--- config.mk ---
export PLATFORM = sky130hd
export DESIGN_NAME = mac_pipe
export DESIGN_NICKNAME = d
export VERILOG_FILES = /design/src/rtl/mac_pkg.sv /design/src/rtl/mac_lane_mult.sv /design/src/rtl/mac_pipe.sv
export SDC_FILE = /design/constraint.sdc
export NUM_CORES = 1
export LEC_CHECK = 0
export BUFFER_PORTS_ARGS = -buffer_cell sky130_fd_sc_hd__buf_2
export CAP_MARGIN = 20
export CELL_PAD_IN_SITES_DETAIL_PLACEMENT = 1
export CELL_PAD_IN_SITES_GLOBAL_PLACEMENT = 1
export CORE_MARGIN = 1
export CORE_UTILIZATION = 53
export DETAILED_ROUTE_END_ITERATION = 10
export PLACE_DENSITY = 0.89
export REMOVE_ABC_BUFFERS = 1
export SETUP_SLACK_MARGIN = 0.02
export SLEW_MARGIN = 20
export SYNTH_ARGS = -nofsm -noshare
export SYNTH_HDL_FRONTEND = slang
export SYNTH_SLANG_ARGS = --single-unit
--- constraint.sdc ---
create_clock -name clk -period 17.05 [get_ports clk]
set_input_delay 1.705 -clock clk [delete_from_list [all_inputs] [get_ports clk]]
set_output_delay 1.705 -clock clk [all_outputs]
set_load 0.005 [all_outputs]
--- src/rtl/mac_pkg.sv ---
// mac_pkg -- shared definitions for the mac_pipe dot-product engine.
//   mac_state_t      : control FSM states
//   DEF_DATA_WIDTH   : default operand width per lane
//   DEF_LANES        : default number of multiplier lanes
//   DEF_LEN_WIDTH    : default width of the vector-length input
package mac_pkg;

  localparam int DEF_DATA_WIDTH = 8;
  localparam int DEF_LANES      = 4;
  localparam int DEF_LEN_WIDTH  = 8;

  typedef enum logic [1:0] {
    ST_IDLE  = 2'd0,
    ST_ACCUM = 2'd1,
    ST_DRAIN = 2'd2,
    ST_HOLD  = 2'd3
  } mac_state_t;

endpackage

--- src/rtl/mac_lane_mult.sv ---
// mac_lane_mult -- one multiplier lane with its stage-1 product register.
//   clk          : rising-edge clock
//   rst          : synchronous active-high reset, zeroes the product
//   clr          : synchronous clear, zeroes the product
//   en           : load a new product (beat accepted)
//   signed_mode  : 1 = operands are two's complement, 0 = unsigned
//   a, b         : lane operands, DATA_WIDTH bits each
//   prod         : registered 2*DATA_WIDTH-bit product
module mac_lane_mult #(
  parameter int DATA_WIDTH = 8
) (
  input  logic                      clk,
  input  logic                      rst,
  input  logic                      clr,
  input  logic                      en,
  input  logic                      signed_mode,
  input  logic [DATA_WIDTH-1:0]     a,
  input  logic [DATA_WIDTH-1:0]     b,
  output logic [2*DATA_WIDTH-1:0]   prod
);

  localparam int PW = 2 * DATA_WIDTH;

  logic signed [PW-1:0] a_ext_p0;
  logic signed [PW-1:0] b_ext_p0;
  logic signed [PW-1:0] prod_p0;
  logic        [PW-1:0] prod_p1;

  // Operands are widened to the full product width first, so the low PW
  // bits of a same-width multiply are the exact product in either mode.
  assign a_ext_p0 = $signed({{DATA_WIDTH{signed_mode & a[DATA_WIDTH-1]}}, a});
  assign b_ext_p0 = $signed({{DATA_WIDTH{signed_mode & b[DATA_WIDTH-1]}}, b});
  assign prod_p0  = a_ext_p0 * b_ext_p0;

  // ---- stage 0 -> stage 1 ----
  always_ff @(posedge clk) begin
    if (rst || clr) begin
      prod_p1 <= '0;
    end else if (en) begin
      prod_p1 <= prod_p0;
    end
  end

  assign prod = prod_p1;

endmodule

--- src/rtl/mac_pipe.sv ---
// mac_pipe -- pipelined multi-lane multiply-accumulate (dot product).
//   clk          : rising-edge clock
//   rst          : synchronous active-high reset
//   Clr          : synchronous clear of the dot product in progress
//   in_valid     : a beat is present on Ain/Bin
//   in_ready     : a beat is accepted this cycle (IDLE/ACCUM, not in reset)
//   Ain, Bin     : LANES packed operands, lane 0 in the LSBs
//   len          : beats per vector (0 means 1), sampled on the first beat
//   signed_mode  : two's-complement operation, sampled on the first beat
//   sat_en       : saturate instead of wrap, sampled on the first beat
//   out_valid    : Cout holds a completed result (HOLD state)
//   out_ready    : consumer takes the result
//   Cout         : accumulated dot product
//   ovf          : an overflow occurred in the vector shown on Cout
module mac_pipe
  import mac_pkg::*;
#(
  parameter int DATA_WIDTH = DEF_DATA_WIDTH,
  parameter int LANES      = DEF_LANES,
  parameter int ACC_WIDTH  = 3 * DATA_WIDTH,
  parameter int LEN_WIDTH  = DEF_LEN_WIDTH
) (
  input  logic                          clk,
  input  logic                          rst,
  input  logic                          Clr,
  input  logic                          in_valid,
  output logic                          in_ready,
  input  logic [LANES*DATA_WIDTH-1:0]   Ain,
  input  logic [LANES*DATA_WIDTH-1:0]   Bin,
  input  logic [LEN_WIDTH-1:0]          len,
  input  logic                          signed_mode,
  input  logic                          sat_en,
  output logic                          out_valid,
  input  logic                          out_ready,
  output logic [ACC_WIDTH-1:0]          Cout,
  output logic                          ovf
);

  localparam int PW = 2 * DATA_WIDTH;

  // Sign- or zero-extend one lane product to the accumulation width.
  function automatic logic signed [ACC_WIDTH:0] ext_prod(
    input logic [PW-1:0] p,
    input logic          sgn
  );
    return $signed({{(ACC_WIDTH + 1 - PW){sgn & p[PW-1]}}, p});
  endfunction

  // Overflow of the ACC_WIDTH+1-bit sum: sign disagreement when signed,
  // carry out of ACC_WIDTH bits when unsigned.
  function automatic logic ovf_detect(
    input logic [ACC_WIDTH:0] s,
    input logic               sgn
  );
    return sgn ? (s[ACC_WIDTH] ^ s[ACC_WIDTH-1]) : s[ACC_WIDTH];
  endfunction

  // Clamp to the range limit on overflow when saturating, otherwise wrap.
  function automatic logic [ACC_WIDTH-1:0] saturate(
    input logic [ACC_WIDTH:0] s,
    input logic               sgn,
    input logic               sat,
    input logic               ov
  );
    if (!ov || !sat) begin
      return s[ACC_WIDTH-1:0];
    end
    if (!sgn) begin
      return '1;
    end
    // The extra top bit is the true sign of the unclamped sum.
    return s[ACC_WIDTH] ? {1'b1, {(ACC_WIDTH - 1){1'b0}}}
                        : {1'b0, {(ACC_WIDTH - 1){1'b1}}};
  endfunction

  mac_state_t               state_q;
  logic [LEN_WIDTH-1:0]     len_q;
  logic [LEN_WIDTH-1:0]     cnt_p0;
  logic [LEN_WIDTH-1:0]     cnt_inc_p0;
  logic [LEN_WIDTH-1:0]     len_eff_p0;
  logic                     mode_q;
  logic                     sat_q;
  logic                     accept_p0;
  logic                     mult_mode_p0;
  logic                     vld_p1;
  logic                     out_valid_q;
  logic [PW-1:0]            prod_p1 [LANES];
  logic signed [ACC_WIDTH:0] lane_sum_p1;
  logic signed [ACC_WIDTH:0] sum_p2;
  logic                     ovf_hit_p2;
  logic [ACC_WIDTH-1:0]     acc_nxt_p2;
  logic [ACC_WIDTH-1:0]     acc_p2;
  logic                     ovf_p2;

  assign in_ready   = ~rst & ((state_q == ST_IDLE) || (state_q == ST_ACCUM));
  // A beat coinciding with Clr is dropped.
  assign accept_p0  = in_valid & in_ready & ~Clr;
  assign len_eff_p0 = (len == '0) ? LEN_WIDTH'(1) : len;
  assign cnt_inc_p0 = cnt_p0 + LEN_WIDTH'(1);
  // The first beat is multiplied with the mode being latched on that edge.
  assign mult_mode_p0 = (state_q == ST_IDLE) ? signed_mode : mode_q;

  // ---- stage 0 -> stage 1 ----
  for (genvar g = 0; g < LANES; g++) begin : g_lane
    mac_lane_mult #(
      .DATA_WIDTH (DATA_WIDTH)
    ) u_mult (
      .clk         (clk),
      .rst         (rst),
      .clr         (Clr),
      .en          (accept_p0),
      .signed_mode (mult_mode_p0),
      .a           (Ain[g*DATA_WIDTH +: DATA_WIDTH]),
      .b           (Bin[g*DATA_WIDTH +: DATA_WIDTH]),
      .prod        (prod_p1[g])
    );
  end

  // ---- stage 1 -> stage 2 ----
  always_comb begin
    lane_sum_p1 = '0;
    for (int l = 0; l < LANES; l++) begin
      lane_sum_p1 = lane_sum_p1 + ext_prod(prod_p1[l], mode_q);
    end
  end

  assign sum_p2     = $signed({mode_q & acc_p2[ACC_WIDTH-1], acc_p2}) + lane_sum_p1;
  assign ovf_hit_p2 = ovf_detect(sum_p2, mode_q);
  assign acc_nxt_p2 = saturate(sum_p2, mode_q, sat_q, ovf_hit_p2);

  always_ff @(posedge clk) begin
    if (rst || Clr) begin
      state_q     <= ST_IDLE;
      len_q       <= '0;
      cnt_p0      <= '0;
      mode_q      <= 1'b0;
      sat_q       <= 1'b0;
      vld_p1      <= 1'b0;
      acc_p2      <= '0;
      ovf_p2      <= 1'b0;
      out_valid_q <= 1'b0;
    end else begin
      vld_p1 <= accept_p0;

      // Once a saturating vector has clamped, the clamp is held.
      if (vld_p1 && !(sat_q && ovf_p2)) begin
        acc_p2 <= acc_nxt_p2;
        if (ovf_hit_p2) begin
          ovf_p2 <= 1'b1;
        end
      end

      case (state_q)
        ST_IDLE: begin
          if (accept_p0) begin
            len_q   <= len_eff_p0;
            mode_q  <= signed_mode;
            sat_q   <= sat_en;
            cnt_p0  <= LEN_WIDTH'(1);
            acc_p2  <= '0;
            ovf_p2  <= 1'b0;
            state_q <= (len_eff_p0 == LEN_WIDTH'(1)) ? ST_DRAIN : ST_ACCUM;
          end
        end
        ST_ACCUM: begin
          if (accept_p0) begin
            cnt_p0 <= cnt_inc_p0;
            if (cnt_inc_p0 == len_q) begin
              state_q <= ST_DRAIN;
            end
          end
        end
        ST_DRAIN: begin
          // The last product lands in the accumulator on this edge.
          state_q     <= ST_HOLD;
          out_valid_q <= 1'b1;
        end
        ST_HOLD: begin
          if (out_ready) begin
            state_q     <= ST_IDLE;
            out_valid_q <= 1'b0;
            cnt_p0      <= '0;
          end
        end
        default: begin
          state_q     <= ST_IDLE;
          out_valid_q <= 1'b0;
        end
      endcase
    end
  end

  assign out_valid = out_valid_q;
  assign Cout      = acc_p2;
  assign ovf       = ovf_p2;

endmodule

# ---- Yosys cells after proc, flatten, opt, wreduce, memory -nomap -nowiden
# Cells that the tools add are included.
# W data, S select, Z words.
dict set report totals {
  out_inout_bits 27
  elab_cells 96
  input_bits 79
  reg_bits 111
}
dict set report classes {
  mul 4
  eq_ne 9
  bitwise 19
  n_mux 30
  n_addsub 5
  reduce_logical 16
}
# cell n
set op_table {}
lappend op_table {{$mux W24} 8}
lappend op_table {{$mul A9 B9 Y16} 4}
lappend op_table {{$mux W8} 4}
lappend op_table {{$add A25 B20 Y25} 1}
lappend op_table {{$pmux W8 S3} 1}
lappend op_table {{$add A19 B17 Y20} 1}
lappend op_table {{$add A18 B17 Y19} 1}
lappend op_table {{$add A17 B17 Y18} 1}
lappend op_table {{$and A1 B1 Y1} 16}
lappend op_table {{$mux W1} 10}
lappend op_table {{$mux W2} 5}
lappend op_table {{$add A8 B1 Y8 const B} 1}
lappend op_table {{$eq A8 B1 Y1 const B} 1}
lappend op_table {{$eq A8 B8 Y1} 1}
lappend op_table {{$logic_not A8 Y1} 1}
lappend op_table {{$pmux W2 S4} 1}
lappend op_table {{$reduce_and A4 Y1} 2}
lappend op_table {{$ne A2 B2 Y1 const B} 3}
lappend op_table {{$eq A2 B2 Y1 const B} 2}
lappend op_table {{$reduce_and A2 Y1} 2}
lappend op_table {{$logic_not A1 Y1} 3}
lappend op_table {{$logic_or A1 B1 Y1} 3}
lappend op_table {{$reduce_bool A3 Y1} 1}
lappend op_table {{$eq A2 B1 Y1 const B} 1}
lappend op_table {{other kinds (7)} 9}

# ---- Longest topological paths before layout
dict set report logic_depth {
  ltp_word 16
  mapped_depth 25
  ltp_nobuf 23
}

# ---- By module
# A second synthesis with hierarchy kept.
dict set report hier_totals {
  hier_cells 2244
  area_unflattened_um2 19336.0
}
# mod n_inst cells_per_inst area_per_inst_um2 seq_area_each_um2
set modules_own_cells {}
lappend modules_own_cells {{mac_lane_mult at g_lane[0].u_mult ...} 2 388 3377.0 320.3}
lappend modules_own_cells {mac_pipe 1 702 5858.1 940.9}
lappend modules_own_cells {{mac_lane_mult at g_lane[3].u_mult} 1 385 3374.5 320.3}
lappend modules_own_cells {{mac_lane_mult at g_lane[2].u_mult} 1 381 3349.5 320.3}

# ---- Least setup slack after synthesis
# No wires, ideal clock.
dict set report synth_path {
  path_kind {input-to-reg}
  from {input signed_mode}
  to {register g_lane[3].u_mult.prod_p1[14]}
  t_arrival_ns 6.841
  n_path_buf 2
  path_slack_ns 10.147
  cell_stages 23
  setup_time_ns 0.062
  t_required_ns 16.988
  path_cell_list {nand2_1 > o21ai_1 > clkbuf_1 > clkbuf_1 > nand3_1 > fa_1 > inv_1 > fa_1 > inv_1 > fa_1 > inv_1 > fa_1 > inv_1 > fa_1 > inv_1 > ha_1 > inv_1 > o21bai_1 > a21oi_1 > o21bai_1 > a31oi_1 > or4b_2 > nand3_1}
}
dict set report synth_via {
  elab_chain_cells 3
}
# element line_no
set synth_lines {}
lappend synth_lines {{start: declaration} mac_pipe.sv:31} ;# input logic signed_mode,
lappend synth_lines {{$mux W1 *} mac_pipe.sv:101} ;# assign mult_mode_p0 = (state_q == ST_IDLE) ? signed_mode : mode_q;
lappend synth_lines {{$and A1 B1 Y1 (on tied branches)} {mac_lane_mult.sv:31, mac_lane_mult.sv:32}}
lappend synth_lines {{$mul A9 B9 Y16 *} mac_lane_mult.sv:33} ;# assign prod_p0 = a_ext_p0 * b_ext_p0;
lappend synth_lines {{end signal: assignment} mac_lane_mult.sv:40} ;# prod_p1 <= prod_p0;
lappend synth_lines {{end: declaration} mac_lane_mult.sv:27} ;# logic [PW-1:0] prod_p1;
# Mark *: on every way between the ends. The rest lies on a longest branch, timed or not.
# A chain may end at the register's enable or synchronous reset.

# ---- Worst setup path after layout
dict set report layout_path {
  from {input signed_mode}
  to {register g_lane[0].u_mult.prod_p1[15]}
}
dict set report layout_via {
  elab_chain_cells 3
}
# element line_no
set layout_lines {}
lappend layout_lines {{$mux W1 *} mac_pipe.sv:101}
lappend layout_lines {{$and A1 B1 Y1 (on tied branches)} {mac_lane_mult.sv:31, mac_lane_mult.sv:32}}
lappend layout_lines {{$mul A9 B9 Y16 *} mac_lane_mult.sv:33}
lappend layout_lines {{end signal: assignment} mac_lane_mult.sv:40}
lappend layout_lines {{end: declaration} mac_lane_mult.sv:27}
# Marks and branches as above.

==> load_flow_metrics.sql <==
INSERT INTO impl_metrics (metric_group, metric, value, unit) VALUES
('yosys', 'synth-seq-cells', '111', ''),
('pwr', 'p_per_area', '118.1', 'nW/um^2'),
('clock_tree', 'clkTransAtPathRegs', '0.07', 'ns'),
('hold_path', 'timing.hold.worst.class', 'reg -> reg', ''),
('worst_setup_path', 'crit_path_end_kind', 'flop', ''),
('yosys', 'netlist_instances', '2143', ''),
('routing', 'avgViaCountPerCell', '5.548', ''),
('routing', 'dr.max_layer_used', 'met4', ''),
('yosys', 'synth-seq-area-share', '11.91', '%'),
('clock_tree', 'cts_repair_resize_count', '0', ''),
('pwr', 'clockPowerShare', '9.0', '%'),
('clock_tree', 'cts_num_sinks', '111', ''),
('place', 'port-buffer-count', '105', ''),
('final_layout', 'finish.net_count', '2754', ''),
('clock_tree', 'cts_tree', 'done', ''),
('worst_setup_path', 'critPathMostFrequentCell', 'fa_1', ''),
('global_routing', 'antenna_found_initial', '0', ''),
('worst_setup_path', 'critPathTopFamily', 'adder cells', ''),
('timing', 'final.setup.tns', '0', 'ns'),
('worst_setup_path', 'slowest_stage', 'fa_1', ''),
('clock_tree', 'cts_buffers', '9', ''),
('timing', 'timing.max_slew.rel_slack', '40.88', '%'),
('worst_setup_path', 'worst_path_required', '17.27', 'ns'),
('pwr', 'power.share.sequential', '14.8', '%'),
('clock_tree', 'postCtsSetupRepairBufs', '0', ''),
('floorplan', 'io-pin-count', '106', ''),
('status', 'status', 'complete, no violations', ''),
('timing', 'max_slew_violation_total_from_the_final_report', '0', ''),
('clock_tree', 'clk_tree_root_cell', 'clkbuf_16', ''),
('routing', 'route.met2.wl', '27.67', 'mm'),
('global_routing', 'total_global_routing_overflow', '0', ''),
('floorplan', 'floorplan.die.height', '189.6', 'um'),
('timing', 'achievable-frequency', '140.8', 'MHz'),
('floorplan', 'die_width', '189.6', 'um'),
('pwr', 'switching_share', '50.81', '%'),
('clock_tree', 'cts-hold-fix-buffers', '0', ''),
('routing', 'drt_drc_violations_left', '0', ''),
('floorplan', 'row_count', '68', ''),
('routing', 'routed_wl', '52.49', 'mm'),
('yosys', 'synth.cell_area', '18660', 'um^2'),
('yosys', 'yosys_warnings', '0', ''),
('worst_setup_path', 'crit_path_start_kind', 'input port', ''),
('worst_setup_path', 'timing.setup.critical_path_class', 'in -> reg', ''),
('floorplan', 'core_area', '34630', 'um^2'),
('flow_run', 'drv_cap', '0', ''),
('routing', 'routed_wire_length_per_instance', '19.81', 'um'),
('timing', 'worst_pin_slew', '0.8868', 'ns'),
('pwr', 'total_switching_power', '1.192', 'mW'),
('clock_tree', 'max_buffers_root_to_sink', '2', ''),
('worst_setup_path', 'path_depth', '22', ''),
('clock_tree', 'ctsHtreeMaxLevel', '3', ''),
('global_routing', 'via_count_of_the_first_global_routing_pass', '17110', ''),
('yosys', 'synth_enable_flop_cells', '0', ''),
('pwr', 'ir_worst_vdd', '0.06151', 'mV'),
('routing', 'detailed_route_via_count', '14700', ''),
('timing', 'finalSetupViolations', '0', ''),
('place', 'routabilityCongestion', '0.8666', ''),
('final_layout', 'multi_input_area', '14170', 'um^2'),
('clock_tree', 'worst_skew_pair.late_latency', '0.37', 'ns'),
('final_layout', 'seqCellArea', '2222', 'um^2'),
('worst_setup_path', 'ff2ff_path_depth', '23', ''),
('yosys', 'ys_dominant_reg_cell', 'dfxtp_1', ''),
('yosys', 'synth_cell_type_count', '64', ''),
('timing', 'finalClockSkew', '0.008988', 'ns'),
('pwr', 'internal_power', '1.154', 'mW'),
('floorplan', 'die-area', '35960', 'um^2'),
('hold_path', 'hold_path_depth', '2', ''),
('worst_setup_path', 'largest_driver_fanout_on_the_critical_path', '36', ''),
('global_routing', 'grt_pass1_wl', '86.78', 'mm'),
('final_layout', 'fin_util', '57.36', '%'),
('timing', 'grt_setup_unrepaired', 'no', '');
[registers in the layout, summed over array words and instances (netlist names), 2 cells and up]
signal,flops
Cout,24
cnt_p0,8
g_lane.u_mult.prod,64
len_q,8
state_q,2
[synth_stat cells, types with 2 or more instances]
master / number / area (um^2)
o31a_1: 3 / 26.28
a211oi_1: 2 / 15.01
ha_1: 163 / 2039
o22ai_2: 20 / 250.2
or2_2: 20 / 125.1
nand3_1: 69 / 345.3
nor2b_1: 3 / 18.77
nand2b_1: 20 / 125.1
a21o_1: 28 / 210.2
o211ai_1: 10 / 75.07
nand2_1: 213 / 799.5
o21bai_1: 18 / 135.1
and3_1: 17 / 106.4
o2111ai_1: 2 / 17.52
o21ai_1: 2 / 10.01
nor4_1: 3 / 18.77
a311oi_1: 2 / 17.52
o22ai_1: 3 / 18.77
xnor2_1: 82 / 718.2
and2_1: 135 / 844.6
o21ai_0: 81 / 405.4
nor3_1: 6 / 30.03
or4b_2: 3 / 30.03
a21oi_1: 50 / 250.2
nand4b_1: 3 / 26.28
or3_1: 2 / 12.51
inv_1: 533 / 2001
fa_1: 323 / 6466
clkbuf_1: 69 / 259.0
nor2_1: 36 / 135.1
a31oi_1: 15 / 93.84
o31ai_1: 20 / 150.1
buf_4: 4 / 30.03
xor2_1: 26 / 227.7
buf_1: 4 / 15.01
nand4_1: 2 / 12.51
mux2i_1: 2 / 20.02
nand3b_1: 3 / 22.52
o41ai_1: 2 / 17.52
o21a_1: 8 / 60.06
o211a_1: 2 / 20.02
nor3b_1: 2 / 15.01
dfxtp_1: 111 / 2222
[final cells by class]
type / instances / share of cell area (%)
clock inverters: 3 / 0.1260
clock buffers: 13 / 1.310
inverters: 534 / 10.09
multi-input cells: 1420 / 71.33
well taps: 455 / 2.866
repair buffers: 113 / 3.087
flip-flops and latches: 111 / 11.19
[layer usage]
layer / global-route usage [%] / vias to the layer above
li1: - / 6618
met1: 35.74 / 7554
met2: 56.92 / 388
met3: 3.062 / 136
met4: 13.65 / 0
met5: 0 / -
[path summary, 6_finish.rpt]
path / startpoint / endpoint / slack [ns]
worst min register to register: g_lane[1].u_mult.prod[0]$_SDFFE_PP0P_ / g_lane[1].u_mult.prod[0]$_SDFFE_PP0P_ / 0.48
worst max register to register: state_q[0]$_SDFFE_PP0P_ / g_lane[0].u_mult.prod[15]$_SDFFE_PP0P_ / 10.61
worst min-delay path: g_lane[1].u_mult.prod[0]$_SDFFE_PP0P_ / g_lane[1].u_mult.prod[0]$_SDFFE_PP0P_ / 0.48
worst max-delay path: signed_mode / g_lane[0].u_mult.prod[15]$_SDFFE_PP0P_ / 9.95
[logic make-up after synthesis]
kind of cell / synth area share (%)
buffers and inverters: 12.40
AND/OR/NAND/NOR: 14.51
adder cells (fa/ha/maj): 45.59
AO/OA/AOI/OAI: 10.27
flip-flops: 11.91
XOR/XNOR: 5.217
multiplexers: 0.1073
[worst min-delay path, stage by stage (launching register included)]
cell     delay (ns)
dfxtp_1        0.33
nand2_1        0.06
a21oi_1        0.05
[power by group through the flow]
stage / Sequential (mW) / Clock (mW) / Combinational, mW
6_report: 0.346 / 0.212 / 1.79
5_1_grt: 0.350 / 0.224 / 2.02
4_1_cts: 0.345 / 0.213 / 1.80
3_5_place_dp: 0.351 / 0 / 1.76
3_3_place_gp: 0.348 / 0 / 1.60
2_1_floorplan: 0.332 / 0 / 1.29
[layout by cell type, fill, tap and decap left out, drive strengths merged, types with 3 or more instances in the layout]
master    n
buf     113
o21a      8
xnor2    83
o211ai   10
inv     535
o21bai   18
xor2     26
dfxtp   111
nor3      6
or2      20
nor4      3
and3     17
a211oi    3
clkbuf   13
o22ai    23
nor2b     3
nand3b    3
nand2b   20
ha      163
a21o     28
and2    135
o31ai    20
o31a      3
nand3    69
a21oi    50
nand2   213
o21ai    83
fa      323
nand4b    3
a31oi    16
or4b      3
nor2     37
[through the flow]
step | instances | cell area [um^2] | setup WS (ns) | power (mW)
floorplan | 2065 | 18350 | 9.804 | 1.621
global placement | 2631 | 19540 | 9.866 | 1.947
detailed placement | 2632 | 19550 | 9.583 | 2.109
CTS | 2648 | 19840 | 9.954 | 2.355
global route | 2649 | 19860 | 9.684 | 2.595
finish | 2649 | 19860 | 9.948 | 2.346
Note: power is estimated with default switching activity, not from simulation.
